===== config.mk =====
export PLATFORM = sky130hd
export DESIGN_NAME = johnson_monitor_flat
export DESIGN_NICKNAME = d
export VERILOG_FILES = /design/src/rtl/johnson_monitor_if.sv /design/src/rtl/johnson_monitor.sv /design/src/flat_wrapper.sv
export SDC_FILE = /design/constraint.sdc
export NUM_CORES = 1
export LEC_CHECK = 0
export ABC_CLOCK_PERIOD_IN_PS = 3300
export CORE_MARGIN = 3
export CORE_UTILIZATION = 52
export CTS_CLUSTER_DIAMETER = 30
export DETAILED_ROUTE_END_ITERATION = 16
export HOLD_SLACK_MARGIN = 0.05
export PLACE_DENSITY = 0.78
export SLEW_MARGIN = 20
export SYNTH_ARGS = -nofsm -noshare
export SYNTH_HDL_FRONTEND = slang
export SYNTH_SLANG_ARGS = --single-unit

===== constraint.sdc =====
create_clock -name clk -period 3.3 [get_ports clk]
set_input_delay 0.825 -clock clk [delete_from_list [all_inputs] [get_ports clk]]
set_output_delay 0.825 -clock clk [all_outputs]
set_load 0.03 [all_outputs]

===== src/rtl/johnson_monitor_if.sv =====
// Bundle between an upstream Johnson counter driver and johnson_monitor.
// The master drives the sampled code and the error clear; the slave
// (the monitor) drives the decoded phase, lock status, flags and counter.
interface johnson_monitor_if #(
  parameter int unsigned CNT_W = 8
);
  logic [3:0]       code_in;
  logic             code_valid;
  logic             clr_err;
  logic [2:0]       phase;
  logic             phase_valid;
  logic             locked;
  logic             seq_err;
  logic             illegal_err;
  logic [CNT_W-1:0] cycle_cnt;
  logic             cycle_pulse;

  modport master (
    output code_in, code_valid, clr_err,
    input  phase, phase_valid, locked, seq_err, illegal_err, cycle_cnt, cycle_pulse
  );

  modport slave (
    input  code_in, code_valid, clr_err,
    output phase, phase_valid, locked, seq_err, illegal_err, cycle_cnt, cycle_pulse
  );
endinterface


===== src/rtl/johnson_monitor.sv =====
// Monitors a 4-bit Johnson counter: decodes each sampled code to a phase,
// locks after LOCK_N consecutive correct successors, flags illegal codes
// and out-of-order codes, and counts completed 8-phase cycles while locked.
// Every output is a flop updated from the sample taken on the same edge.
module johnson_monitor #(
  parameter int unsigned LOCK_N = 2,
  parameter int unsigned CNT_W  = 8
) (
  input  logic             clk,
  input  logic             rst,
  johnson_monitor_if.slave bus
);

  typedef enum logic [1:0] {
    SEARCH = 2'd0,
    LOCKED = 2'd1,
    FAULT  = 2'd2
  } state_t;

  // run_cnt value that, followed by one more successor, completes the lock run.
  localparam logic [3:0] LOCK_LAST = 4'(LOCK_N - 1);

  state_t           state, state_nxt;
  logic [3:0]       run_cnt, run_nxt;
  logic [2:0]       phase_q, phase_nxt;
  logic             phase_valid_q, phase_valid_nxt;
  logic             locked_q;
  logic             seq_err_q, seq_err_nxt;
  logic             illegal_err_q, illegal_err_nxt;
  logic [CNT_W-1:0] cycle_cnt_q, cycle_cnt_nxt;
  logic             cycle_pulse_q, cycle_pulse_nxt;

  logic       is_legal;
  logic [2:0] dec_phase;
  logic       is_succ;
  logic       is_wrap;

  // Decode the incoming code against the eight legal Johnson patterns.
  always_comb begin
    // NOTE: every combinational output gets a default first so no path
    // leaves it unassigned, which would infer a latch.
    is_legal  = 1'b1;
    dec_phase = 3'd0;
    unique case (bus.code_in)
      4'b1111: dec_phase = 3'd0;
      4'b0111: dec_phase = 3'd1;
      4'b0011: dec_phase = 3'd2;
      4'b0001: dec_phase = 3'd3;
      4'b0000: dec_phase = 3'd4;
      4'b1000: dec_phase = 3'd5;
      4'b1100: dec_phase = 3'd6;
      4'b1110: dec_phase = 3'd7;
      default: is_legal  = 1'b0;
    endcase
    // A successor needs a valid prior phase; a repeat never qualifies.
    is_succ = is_legal && phase_valid_q && (dec_phase == phase_q + 3'd1);
    is_wrap = is_succ && (dec_phase == 3'd0);
  end

  // State register.
  always_ff @(posedge clk or negedge rst) begin
    if (!rst) begin
      // NOTE: sequential state uses non-blocking assignments so every flop
      // samples values from before the edge, independent of block order.
      state <= SEARCH;
    end else begin
      state <= state_nxt;
    end
  end

  // Next-state logic; clr_err forces SEARCH from any state.
  always_comb begin
    state_nxt = state;
    if (bus.code_valid) begin
      unique case (state)
        SEARCH:  if (is_succ && run_cnt == LOCK_LAST) state_nxt = LOCKED;
        LOCKED:  if (!is_succ) state_nxt = FAULT;
        default: state_nxt = state;
      endcase
    end
    if (bus.clr_err) state_nxt = SEARCH;
  end

  // Next values of the datapath outputs; error sets are applied after the
  // clear so a same-edge error wins over clr_err.
  always_comb begin
    phase_nxt       = phase_q;
    phase_valid_nxt = phase_valid_q;
    run_nxt         = run_cnt;
    seq_err_nxt     = seq_err_q;
    illegal_err_nxt = illegal_err_q;
    cycle_cnt_nxt   = cycle_cnt_q;
    cycle_pulse_nxt = 1'b0;

    if (bus.clr_err) begin
      seq_err_nxt     = 1'b0;
      illegal_err_nxt = 1'b0;
      cycle_cnt_nxt   = '0;
      run_nxt         = 4'd0;
    end

    if (bus.code_valid) begin
      if (is_legal) begin
        phase_nxt       = dec_phase;
        phase_valid_nxt = 1'b1;
      end else begin
        phase_valid_nxt = 1'b0;
        illegal_err_nxt = 1'b1;
      end

      unique case (state)
        SEARCH: begin
          if (!bus.clr_err) begin
            run_nxt = (is_succ && run_cnt != LOCK_LAST) ? run_cnt + 4'd1 : 4'd0;
          end
        end
        LOCKED: begin
          if (is_wrap && !bus.clr_err) begin
            cycle_cnt_nxt   = cycle_cnt_q + CNT_W'(1);
            cycle_pulse_nxt = 1'b1;
          end else if (!is_succ && is_legal) begin
            seq_err_nxt = 1'b1;
          end
        end
        default: ;
      endcase
    end
  end

  // Output and datapath registers.
  always_ff @(posedge clk or negedge rst) begin
    if (!rst) begin
      run_cnt       <= 4'd0;
      phase_q       <= 3'd0;
      phase_valid_q <= 1'b0;
      locked_q      <= 1'b0;
      seq_err_q     <= 1'b0;
      illegal_err_q <= 1'b0;
      cycle_cnt_q   <= '0;
      cycle_pulse_q <= 1'b0;
    end else begin
      run_cnt       <= run_nxt;
      phase_q       <= phase_nxt;
      phase_valid_q <= phase_valid_nxt;
      locked_q      <= (state_nxt == LOCKED);
      seq_err_q     <= seq_err_nxt;
      illegal_err_q <= illegal_err_nxt;
      cycle_cnt_q   <= cycle_cnt_nxt;
      cycle_pulse_q <= cycle_pulse_nxt;
    end
  end

  assign bus.phase       = phase_q;
  assign bus.phase_valid = phase_valid_q;
  assign bus.locked      = locked_q;
  assign bus.seq_err     = seq_err_q;
  assign bus.illegal_err = illegal_err_q;
  assign bus.cycle_cnt   = cycle_cnt_q;
  assign bus.cycle_pulse = cycle_pulse_q;

endmodule


===== src/flat_wrapper.sv =====
// flat-port wrapper written by rule: the top's interface ports become plain ports
module johnson_monitor_flat 
#(
  parameter int unsigned LOCK_N = 2,
  parameter int unsigned CNT_W  = 8
)
  (clk, rst, bus_code_in, bus_code_valid, bus_clr_err, bus_phase, bus_phase_valid, bus_locked, bus_seq_err, bus_illegal_err, bus_cycle_cnt, bus_cycle_pulse);
  johnson_monitor_if #(.CNT_W(CNT_W)) bus_i ();
  input  logic clk;
  input  logic rst;
  input wire logic [$bits(bus_i.code_in)-1:0] bus_code_in;
  input wire logic [$bits(bus_i.code_valid)-1:0] bus_code_valid;
  input wire logic [$bits(bus_i.clr_err)-1:0] bus_clr_err;
  output wire logic [$bits(bus_i.phase)-1:0] bus_phase;
  output wire logic [$bits(bus_i.phase_valid)-1:0] bus_phase_valid;
  output wire logic [$bits(bus_i.locked)-1:0] bus_locked;
  output wire logic [$bits(bus_i.seq_err)-1:0] bus_seq_err;
  output wire logic [$bits(bus_i.illegal_err)-1:0] bus_illegal_err;
  output wire logic [$bits(bus_i.cycle_cnt)-1:0] bus_cycle_cnt;
  output wire logic [$bits(bus_i.cycle_pulse)-1:0] bus_cycle_pulse;
  assign bus_i.code_in = bus_code_in;
  assign bus_i.code_valid = bus_code_valid;
  assign bus_i.clr_err = bus_clr_err;
  assign bus_phase = bus_i.phase;
  assign bus_phase_valid = bus_i.phase_valid;
  assign bus_locked = bus_i.locked;
  assign bus_seq_err = bus_i.seq_err;
  assign bus_illegal_err = bus_i.illegal_err;
  assign bus_cycle_cnt = bus_i.cycle_cnt;
  assign bus_cycle_pulse = bus_i.cycle_pulse;
  johnson_monitor #(.LOCK_N(LOCK_N), .CNT_W(CNT_W)) u_core (.clk(clk), .rst(rst), .bus(bus_i));
endmodule

After elaboration in Yosys (flattened, before gate mapping)
Cells that the tools add are included.

word-level totals
  word-level logic and storage cells = 66
  input port bits = 8
  output and inout bits = 16
  flip-flop bits (word level) = 22

cells by class
  muxes and demuxes = 28
  equal/unequal tests = 12
  reduce and logical (&&, ||, !) cells = 14
  add/subtract/negate cells = 3

operators with widths
  kind                   count
  $mux W8                4
  $pmux W3 S7            1
  $mux W4                5
  $eq A4 B4 Y1 const B   4
  $mux W1                13
  $add A8 B1 Y8 const B  1
  $eq A4 B1 Y1 const B   2
  $mux W2                4
  $reduce_or A8 Y1       1
  $logic_and A1 B1 Y1    7
  $add A4 B1 Y4 const B  1
  $eq A2 B1 Y1 const B   2
  $eq A4 B2 Y1 const B   1
  $eq A4 B3 Y1 const B   1
  $logic_not A4 Y1       1
  $ne A4 B1 Y1 const B   1
  $pmux W2 S2            1
  $add A3 B1 Y3 const B  1
  $eq A3 B3 Y1           1
  $logic_not A3 Y1       1
  $logic_not A1 Y1       2
  $logic_not A2 Y1       1
  $reduce_and A2 Y1      1

Depth between registers and ports, before layout
Gate-level depths: netlist of the first run.

  depth in word-level cells = 11
  mapped depth = 8
  depth with buffers taken out = 7

Least setup slack after synthesis of the first run
OpenSTA, ideal clock, no wires.

  path type = input to register
  from = input port bus_code_in[2]
  to = register u_core.cycle_cnt_q[3] (netlist: u_core.bus.cycle_cnt[3])
  arrival time = 2583 ps
  path buffers = 2
  path slack = 639 ps
  setup time = 78 ps
  required time = 3222 ps
  stages = 7
  path through = buf_6 or3_1 a221o_1 a32o_1 buf_6 or4_1 a21oi_1

between the ends
  cells in the longest elaborated chain, start to end = 10
  elaborated cells on any way between the ends = 20
  those cells by class = 8 x eq/ne; 5 x mux; 7 x reduce/logical

ends and longest elaborated chain
  element                                                              RTL line                source
  start: declaration                                                   flat_wrapper.sv:11      input wire logic [$bits(bus_i.code_in)-1:0] bus_code_in;
  parallel branches: the longest is 5 deep, another holds $pmux W3 S7  -
  $logic_and A1 B1 Y1 *                                                johnson_monitor.sv:57   is_wrap = is_succ && (dec_phase == 3'd0);
  $logic_and A1 B1 Y1 *                                                johnson_monitor.sv:118  if (is_wrap && !bus.clr_err) begin
  $mux W8 *                                                            johnson_monitor.sv:118
  $mux W8 *                                                            johnson_monitor.sv:111  unique case (state)
  $mux W8 *                                                            johnson_monitor.sv:102  if (bus.code_valid) begin
  via u_core.cycle_cnt_nxt[3]                                          johnson_monitor.sv:30   logic [CNT_W-1:0] cycle_cnt_q, cycle_cnt_nxt;
  end signal: assignment                                               johnson_monitor.sv:148  cycle_cnt_q <= cycle_cnt_nxt;
  end: declaration                                                     johnson_monitor.sv:30

Mark *: on every way through the listed nets, which the timed path passes.
A chain may end at the register's enable or synchronous reset.

Worst setup path in the final report of the first run
  from = input port bus_code_in[2]
  to = register u_core.cycle_cnt_q[4] (netlist: u_core.bus.cycle_cnt[4])

The elaborated chain is that of the path after synthesis.

==> impl_metrics.toml, run 1 <==
[power_and_ir_drop]
powerDensity_nw_per_um2 = 386
vdd_drop_max_mv = 0.343
total_power_mw = 0.672
p_leak_nw = 0.694

[worst_setup_path]
cp_data_required_time_ps = 3530
path_max_fanout = 13
worst_setup_path_start_kind = "input pin"
path_buf_inv = 1
worstPathCellList = "clkdlybuf4s50_1, or3_1, a221o_1, a32o_1, or4_1, a21oi_1"
reg2reg_slack_ps = 550
path_class = "input pin to register"
slowest_delay_ps = 550
reg2reg_to = "u_core.bus.cycle_cnt[4]$_DFF_PN0_"
cp.arrival_ps = 3070
crit_path_end_kind = "register"
crit-reg2reg-launch = "u_core.bus.phase[0]$_DFFE_PN0P_"
crit_slowest_cell = "or4_1"
reg2reg_depth = 6
path_delay_family = "simple AND/OR/NAND/NOR gates"

[timing]
tns_ps = 0
finalCritPeriodShare_pct = 86.0
tightest_slew_ps = 523
slew_headroom_pct = 64.8
fin_crit_ps = 2840
skew_ps = 5.40
finalSetupViolations = 0
grt_setup_unrepaired = "no"
clock.fmax_ghz = 0.352
hold_viol = 0
drv_slew = 0

[global_route]
grt_pass1_wl_microns = 5390
grt_antenna_before_repair = 0
grt_max_degree = 23
grt_remaining_overflow = 0
grt_pass1_vias = 1178
grtUsageTotal_pct = 20.1

[placed_design]
portBuffers = 23
dp_hpwl_microns = 2400
place_congestion = 0.816

[synth]
seq_area_frac_synth_pct = 39.0
synthCells = 161
synthesis.nets = 173
yosysWarningCount = 0
synth_cell_types = 42
synth-edff-count = 0
ys_async_sr_fraction_pct = 100
synth_ff_type = "dfrtp_1"
syn_avg_cell_area_sq_um = 8.77
syn_area_sq_um = 1410
ys_seq_elements = 22

[floorplanning]
dieArea_sq_um = 3380
initial_utilization_pct = 56.0
core-area_sq_um = 2520
die_h_microns = 58.1
pin_count = 24
die_w_microns = 58.1
rows = 18

[detailed_routing]
drt_first_pass_iters = 4
wl_microns = 3240
drtIter0Drc = 57
detail-route-antenna-nets = 0
avgRoutedWirePerCell_microns = 15.0
viasPerCell = 6.23
drc_errors = 0
dr_total_vias = 1345

[cells_and_area]
diodes = 0
drive_gt1_share_pct = 8.06
finalCoreUtilization_pct = 69.1
n_fill_cell = 203
synthToLayoutAreaGrowth_pct = 23.4
finalNetCount = 199
mostFrequentLayoutCells = "clkdlybuf4s50_1, dfrtp_1, a21oi_1"
final_common_cell = "clkdlybuf4s50_1"

[clock_network]
clk_path_buf_depth = 2
cts_hold_buf = 0
clkLatencyLatePin_ps = 310
clock_sinks = 22
h-tree-depth = 1
cts_setup_buffers = 0
clk_pin_slew_ps = 120
root_buffer = "clkbuf_4"
cts_resized = 0
cts_made_buffers = 3
cts_tree = "built"

[min_path]
hold_end = "u_core.bus.illegal_err$_DFF_PN0_"
hold_start = "u_core.bus.illegal_err$_DFF_PN0_"
hold_depth = 2
hp-class = "register to register"

[run_status]
status = "complete, no violations"

[run]
cap_violations = 0
## area by class of cell
type	count	area [sq um]	area share (%)
inverter	10	37.5	2.15
multi-input combinational	118	767	44.0
clock buffer	3	22.5	1.29
tap	30	37.5	2.15
timing repair buffer	32	298	17.1
clock inverter	1	30.0	1.72
sequential	22	551	31.6
## registers in the layout, indices dropped and copies added, names as in the netlist
| name | flops |
|---|---|
| u_core.bus.illegal_err | 1 |
| u_core.bus.phase | 3 |
| u_core.state | 2 |
| u_core.bus.phase_valid | 1 |
| u_core.bus.seq_err | 1 |
| u_core.bus.cycle_cnt | 8 |
| u_core.run_cnt | 4 |
| u_core.bus.locked | 1 |
| u_core.bus.cycle_pulse | 1 |
## worst max-delay path by stage
stage	from	end	slack, ps	depth (start not counted)
2_1_floorplan	bus_code_in[2]	u_core.bus.cycle_cnt[3]$_DFF_PN0_	640	7
3_3_place_gp	bus_code_in[2]	u_core.bus.cycle_cnt[6]$_DFF_PN0_	250	6
3_5_place_dp	bus_code_in[2]	u_core.bus.cycle_cnt[4]$_DFF_PN0_	160	6
4_1_cts	bus_code_in[2]	u_core.bus.cycle_cnt[4]$_DFF_PN0_	460	6
5_1_grt	bus_code_in[1]	u_core.bus.cycle_cnt[4]$_DFF_PN0_	350	6
6_report	bus_code_in[2]	u_core.bus.cycle_cnt[4]$_DFF_PN0_	460	6
## worst reg2reg max path, cell delays in order (launching register included)
cell	delay (ps)
dfrtp_1	490
ha_1	410
or3_1	320
a221o_1	350
a32o_1	350
or4_1	550
a21oi_1	190
## logic make-up (layout without fill, tap and decap cells)
logic type / count (synthesis) / count (layout) / share of synthesized area [%]
AND/OR/NAND/NOR: 53 / 53 / 22.1
flip-flops: 22 / 22 / 39.0
buffers and inverters: 21 / 46 / 6.73
AO/OA/AOI/OAI: 55 / 55 / 25.0
adder cells (fa/ha/maj): 4 / 4 / 3.54
XOR/XNOR: 6 / 6 / 3.72
## per-stage QoR
| step | setup slack [ps] | hold WS (ps) | area (sq um) | std cells |
|---|---|---|---|---|
| 3_5_place_dp | 159 | 515 | 1690 | 212 |
| 3_3_place_gp | 254 | 516 | 1690 | 212 |
| 4_1_cts | 456 | 544 | 1740 | 216 |
| 2_1_floorplan | 639 | 496 | 1410 | 161 |
| 5_1_grt | 348 | 576 | 1740 | 216 |
| 6_report | 463 | 536 | 1740 | 216 |
## cell usage after synthesis, types with 3 or more instances
| cell | number | area, sq um |
|---|---|---|
| and3_1 | 3 | 18.8 |
| o21a_1 | 3 | 22.5 |
| nand3_1 | 6 | 30.0 |
| nand3b_1 | 3 | 22.5 |
| inv_1 | 10 | 37.5 |
| ha_1 | 4 | 50.1 |
| nand2b_1 | 4 | 25.0 |
| o31ai_1 | 7 | 52.6 |
| or4_1 | 6 | 45.0 |
| a31oi_1 | 4 | 25.0 |
| o21ai_0 | 10 | 50.1 |
| xnor2_1 | 4 | 35.0 |
| dfrtp_1 | 22 | 551 |
| nor3_1 | 5 | 25.0 |
| nor2_1 | 5 | 18.8 |
| a21oi_1 | 16 | 80.1 |
| clkbuf_1 | 7 | 26.3 |
| o22ai_1 | 4 | 25.0 |
| or3_1 | 3 | 18.8 |
| nand2_1 | 8 | 30.0 |
## metal layers
metal	wire length, microns	vias up	GRT usage (%)	part of all wire (%)
li1	-	656	-	-
met4	21	0	4.30	0.65
met3	148	2	4.68	4.6
met2	1570	30	31.6	48
met5	0	-	0	0
met1	1510	657	28.5	46
## power by group
| part | internal (mW) | leakage, nW | switching (mW) |
|---|---|---|---|
| clock | 0.123 | 0.0279 | 0.0807 |
| sequential | 0.280 | 0.296 | 0.0157 |
| combinational | 0.0738 | 0.370 | 0.100 |
Note: power is estimated with default switching activity, not from simulation.
==> run 2: changes to the inputs <==
--- a/config.mk
+++ b/config.mk
@@ -8,7 +8,7 @@
 export ABC_CLOCK_PERIOD_IN_PS = 3300
 export CORE_MARGIN = 3
 export CORE_UTILIZATION = 52
-export CTS_CLUSTER_DIAMETER = 30
+export CTS_BUF_LIST = sky130_fd_sc_hd__clkbuf_8 sky130_fd_sc_hd__clkbuf_16
 export DETAILED_ROUTE_END_ITERATION = 16
 export HOLD_SLACK_MARGIN = 0.05
 export PLACE_DENSITY = 0.78
==> run 2 against run 1 <==
Effect of this change: wire length grew 0.93%; sequential share of layout area down 0.34 points; flip-flop and latch count is the same; total power up 6.7%; combinational power is essentially flat; core utilization increased by 0.74 points; register-to-register slack is essentially flat; critical path type unchanged; final cell count did not move; highest routed layer unchanged; setup slack got worse by 51 ps; die area stayed put; clock-buffer cell count is the same; hold slack lost 5.3 ps.
==> impl_metrics.toml, run 2 (synthesis results as in run 1) <==
[run_status]
status = "complete, no violations"

[placed_design]
place_congestion = 0.816
place_ws_ps = 159
portBuffers = 23
dp_cells = 212
dp_hpwl_microns = 2400
place_area_sq_um = 1690

[timing]
hold_viol = 0
tightest_slew_ps = 519
drv_slew = 0
clock.fmax_ghz = 0.346
finalSetupViolations = 0
grt_setup_unrepaired = "no"
finalCritPeriodShare_pct = 87.5
slew_headroom_pct = 65.1
tns_ps = 0
fin_crit_ps = 2890
worst_slack_ps = 411
skew_ps = 5.32

[power_and_ir_drop]
vdd_drop_max_mv = 0.398
pwr-share-clk_pct = 34.6
p_sw_mw = 0.202
p_leak_nw = 0.702
powerDensity_nw_per_um2 = 407
intPower_mw = 0.515
p_seq_share_pct = 41.2
p_sw_share_pct = 28.2
p_comb_share_pct = 24.3

[cells_and_area]
n_fill_cell = 197
diodes = 0
finalNetCount = 199
mostFrequentLayoutCells = "clkdlybuf4s50_1, dfrtp_1, a21oi_1"
synthToLayoutAreaGrowth_pct = 24.7
fin_cells = 216
drive_gt1_share_pct = 8.06
design_area_sq_um = 1760
finalCoreUtilization_pct = 69.8
final_common_cell = "clkdlybuf4s50_1"
largest_reg_flops = 8
layout.area.seq_sq_um = 551
multi_input_area_sq_um = 767

[floorplanning]
initial_utilization_pct = 56.0
die_h_microns = 58.1
rows = 18
die_w_microns = 58.1
dieArea_sq_um = 3380
pin_count = 24
core-area_sq_um = 2520

[clock_network]
clk_pin_slew_ps = 80
cts_tree = "built"
cts_hold_buf = 0
clk_path_buf_depth = 2
cts_setup_buffers = 0
h-tree-depth = 1
clock_sinks = 22
cts_made_buffers = 3
root_buffer = "clkbuf_8"
clkLatencyLatePin_ps = 260
cts_resized = 0

[global_route]
grt_pass1_vias = 1179
grt_antenna_before_repair = 0
grt_max_degree = 23
grt_pass1_wl_microns = 5430
grt_remaining_overflow = 0
grtUsageTotal_pct = 20.2

[worst_setup_path]
crit_path_end_kind = "register"
cp.arrival_ps = 3070
path_class = "input pin to register"
cp_data_required_time_ps = 3480
path_max_fanout = 13
worst_setup_path_start_kind = "input pin"

[detailed_routing]
drc_errors = 0
avgRoutedWirePerCell_microns = 15.2
drtIter0Drc = 69
wl_microns = 3270
drt_first_pass_iters = 4
viasPerCell = 6.31
dr_total_vias = 1363
detail-route-antenna-nets = 0

[min_path]
hp-class = "register to register"

[run]
cap_violations = 0
run 2: cell counts in the layout (fill, tap and decap cells not counted):
Identical to the previous run, type by type.
run 2: critical path: stages:
cell	delay [ps]
clkdlybuf4s50_1	420
or3_1	370
a221o_1	350
a32o_1	360
or4_1	550
a21oi_1	180
run 2: worst paths after layout:
path | depth (start not counted) | from | endpoint | slack, ps
max | 6 | bus_code_in[2] | u_core.bus.cycle_cnt[4]$_DFF_PN0_ | 410
min | 2 | u_core.bus.illegal_err$_DFF_PN0_ | u_core.bus.illegal_err$_DFF_PN0_ | 530
max reg2reg | 6 | u_core.bus.phase[0]$_DFFE_PN0P_ | u_core.bus.cycle_cnt[4]$_DFF_PN0_ | 560
min reg2reg | 2 | u_core.bus.illegal_err$_DFF_PN0_ | u_core.bus.illegal_err$_DFF_PN0_ | 530
max in group asynchronous | 2 | rst | u_core.bus.cycle_cnt[2]$_DFF_PN0_ | 2180
min in group asynchronous | 2 | rst | u_core.bus.cycle_cnt[4]$_DFF_PN0_ | 900
run 2: per-stage QoR:
step	hold WS (ps)	total power [mW]
final	531	0.717
after global routing	570	0.752
after CTS	538	0.722
after detailed placement	515	0.473
after global placement	516	0.468
after floorplan	496	0.414
run 2: layout make-up:
| class | instances | area share [%] |
|---|---|---|
| multi-input cells | 118 | 43.5 |
| clock buffers | 3 | 2.34 |
| well taps | 30 | 2.13 |
| flip-flops and latches | 22 | 31.2 |
| inverters | 10 | 2.13 |
| repair buffers | 32 | 16.9 |
| clock inverters | 1 | 1.70 |
run 2: power by group through the flow:
stage | logic, mW | registers [mW] | clock network [mW]
floorplan | 0.0966 | 0.317 | 0
CTS | 0.174 | 0.295 | 0.253
global route | 0.191 | 0.298 | 0.263
detailed placement | 0.172 | 0.301 | 0
finish | 0.174 | 0.295 | 0.248
global placement | 0.168 | 0.300 | 0
run 2: routing by layer:
metal	global-route usage (%)	wire, microns	up-vias
li1	-	-	655
met1	28.7	1510	658
met2	31.6	1540	46
met3	5.35	194	4
met4	3.31	29	0
met5	0	0	-
==> run 3: changes to the inputs <==
--- a/config.mk
+++ b/config.mk
@@ -5,13 +5,13 @@
 export SDC_FILE = /design/constraint.sdc
 export NUM_CORES = 1
 export LEC_CHECK = 0
-export ABC_CLOCK_PERIOD_IN_PS = 3300
+export ABC_CLOCK_PERIOD_IN_PS = 3400
 export CORE_MARGIN = 3
-export CORE_UTILIZATION = 52
+export CORE_UTILIZATION = 55
 export CTS_BUF_LIST = sky130_fd_sc_hd__clkbuf_8 sky130_fd_sc_hd__clkbuf_16
 export DETAILED_ROUTE_END_ITERATION = 16
 export HOLD_SLACK_MARGIN = 0.05
-export PLACE_DENSITY = 0.78
+export PLACE_DENSITY = 0.82
 export SLEW_MARGIN = 20
 export SYNTH_ARGS = -nofsm -noshare
 export SYNTH_HDL_FRONTEND = slang
==> constraint.sdc (replaced) <==
create_clock -name clk -period 3.4 [get_ports clk]
set_input_delay 0.85 -clock clk [delete_from_list [all_inputs] [get_ports clk]]
set_output_delay 0.85 -clock clk [all_outputs]
set_load 0.03 [all_outputs]
==> run 3 against run 2 <==
Effect of this change: flip-flop and latch count stayed put; core utilization is 4.7 points higher; combinational power is 3% lower; critical endpoint is now u_core.bus.cycle_cnt[7]$_DFF_PN0_; sequential power is 2% lower; total power is 10% lower; via count is 0.73% higher; clock power is 25% lower; cell area is 1.9% lower; hold slack better by 12 ps; final cell count is 1.9% lower; largest cell class unchanged.
==> impl_metrics.toml, run 3 (synthesis results as in run 1) <==
[run_status]
status = "complete, no violations"

[worst_setup_path]
path_max_fanout = 16
path_class = "input pin to register"
reg2reg_depth = 6
reg2reg_to = "u_core.bus.cycle_cnt[7]$_DFF_PN0_"
worst_setup_path_start_kind = "input pin"
startpoint = "bus_code_in[3]"
endpoint = "u_core.bus.cycle_cnt[7]$_DFF_PN0_"
crit_path_end_kind = "register"
crit-reg2reg-launch = "u_core.bus.phase[0]$_DFFE_PN0P_"
cp.arrival_ps = 3200
reg2reg_slack_ps = 650
cp_data_required_time_ps = 3590

[power_and_ir_drop]
p_sw_share_pct = 31.1
pwr-share-clk_pct = 29.1
total_power_mw = 0.643
p_seq_share_pct = 44.7
p_leak_nw = 0.685
p_sw_mw = 0.200
vdd_drop_max_mv = 0.452
intPower_mw = 0.443
p_comb_share_pct = 26.1
powerDensity_nw_per_um2 = 372

[timing]
grt_setup_unrepaired = "no"
tightest_slew_ps = 557
fin_crit_ps = 3020
slew_headroom_pct = 62.6
drv_slew = 0
clock.fmax_ghz = 0.331
tns_ps = 0
finalSetupViolations = 0
hold_viol = 0
finalCritPeriodShare_pct = 88.7
skew_ps = 1.90

[clock_network]
cts_hold_buf = 0
clkLatencyLatePin_ps = 260
clk_path_buf_depth = 2
cts_resized = 0
cts_tree = "built"
clock_sinks = 22
clk_pin_slew_ps = 80
h-tree-depth = 1
cts_made_buffers = 3
root_buffer = "clkbuf_8"
cts_setup_buffers = 0

[floorplanning]
die_h_microns = 56.7
rows = 17
die_w_microns = 56.7
pin_count = 24
dieArea_sq_um = 3210
initial_utilization_pct = 60.9
core-area_sq_um = 2320

[detailed_routing]
drtIter0Drc = 55
drt_first_pass_iters = 4
drc_errors = 0
detail-route-antenna-nets = 0
dr_total_vias = 1373
avgRoutedWirePerCell_microns = 17.1
wl_microns = 3620
viasPerCell = 6.48

[cells_and_area]
final_common_cell = "clkdlybuf4s50_1"
drive_gt1_share_pct = 7.07
finalNetCount = 197
fin_cells = 212
diodes = 0
largest_reg_flops = 8
mostFrequentLayoutCells = "clkdlybuf4s50_1, dfrtp_1, a21oi_1"
synthToLayoutAreaGrowth_pct = 22.3
design_area_sq_um = 1730

[global_route]
grt_pass1_wl_microns = 6150
grtUsageTotal_pct = 24.1
grt_remaining_overflow = 0
grt_max_degree = 23
grt_antenna_before_repair = 0
grt_pass1_vias = 1350

[min_path]
hp-class = "register to register"

[run]
cap_violations = 0

[placed_design]
place_area_sq_um = 1670
dp_cells = 208
place_congestion = 0.888
portBuffers = 23
dp_hpwl_microns = 2680
-- run 3: changes by cell type in the layout (fill, tap and decap cells not counted) --
cell	before	now
clkbuf_8	3	4
buf_4	9	7
bufinv_16	1	0
-- run 3: how the worst min path moves through the flow --
stage,start,endpoint,depth (start not counted)
global placement,u_core.run_cnt[1]$_DFF_PN0_,u_core.run_cnt[1]$_DFF_PN0_,2
finish,u_core.bus.illegal_err$_DFF_PN0_,u_core.bus.illegal_err$_DFF_PN0_,2
detailed placement,u_core.bus.illegal_err$_DFF_PN0_,u_core.bus.illegal_err$_DFF_PN0_,2
global route,u_core.bus.phase_valid$_DFFE_PN0P_,u_core.bus.phase_valid$_DFFE_PN0P_,1
CTS,u_core.bus.illegal_err$_DFF_PN0_,u_core.bus.illegal_err$_DFF_PN0_,2
floorplan,u_core.run_cnt[1]$_DFF_PN0_,u_core.run_cnt[1]$_DFF_PN0_,2
-- run 3: power groups by stage --
stage | Sequential [mW] | Clock (mW) | Combinational, mW
4_1_cts | 0.288 | 0.191 | 0.168
5_1_grt | 0.290 | 0.201 | 0.185
3_3_place_gp | 0.292 | 0 | 0.160
3_5_place_dp | 0.293 | 0 | 0.166
6_report | 0.288 | 0.187 | 0.168
2_1_floorplan | 0.308 | 0 | 0.0938
-- run 3: worst max-delay path: stages --
cell	delay, ps
clkdlybuf4s50_1	630
nor4b_1	400
o31ai_1	160
a32o_1	440
or4_1	550
a21oi_1	170
-- run 3: final cells by class --
| type | count | area [sq um] |
|---|---|---|
| clock buffers | 4 | 55.1 |
| repair buffers | 30 | 283 |
| flip-flops and latches | 22 | 551 |
| fillers | 182 | 591 |
| multi-input cells | 118 | 767 |
| well taps | 28 | 35.0 |
| inverters | 10 | 37.5 |
-- run 3: per-stage QoR --
stage                     hold WS, ps  utilization (%)  setup slack [ps]
final                             543             74.5               383
after floorplan                   496                -               714
after global placement            516             72.2               290
after global routing              582             74.5               208
after CTS                         547             74.5               424
after detailed placement          527             72.2               135
-- run 3: routing by layer --
metal / global-route usage, % / up-vias / routed length, microns
met3: 6.67 / 8 / 230
li1: - / 651 / -
met2: 38.6 / 55 / 1810
met4: 7.12 / 0 / 38
met5: 0 / - / 0
met1: 31.4 / 659 / 1550
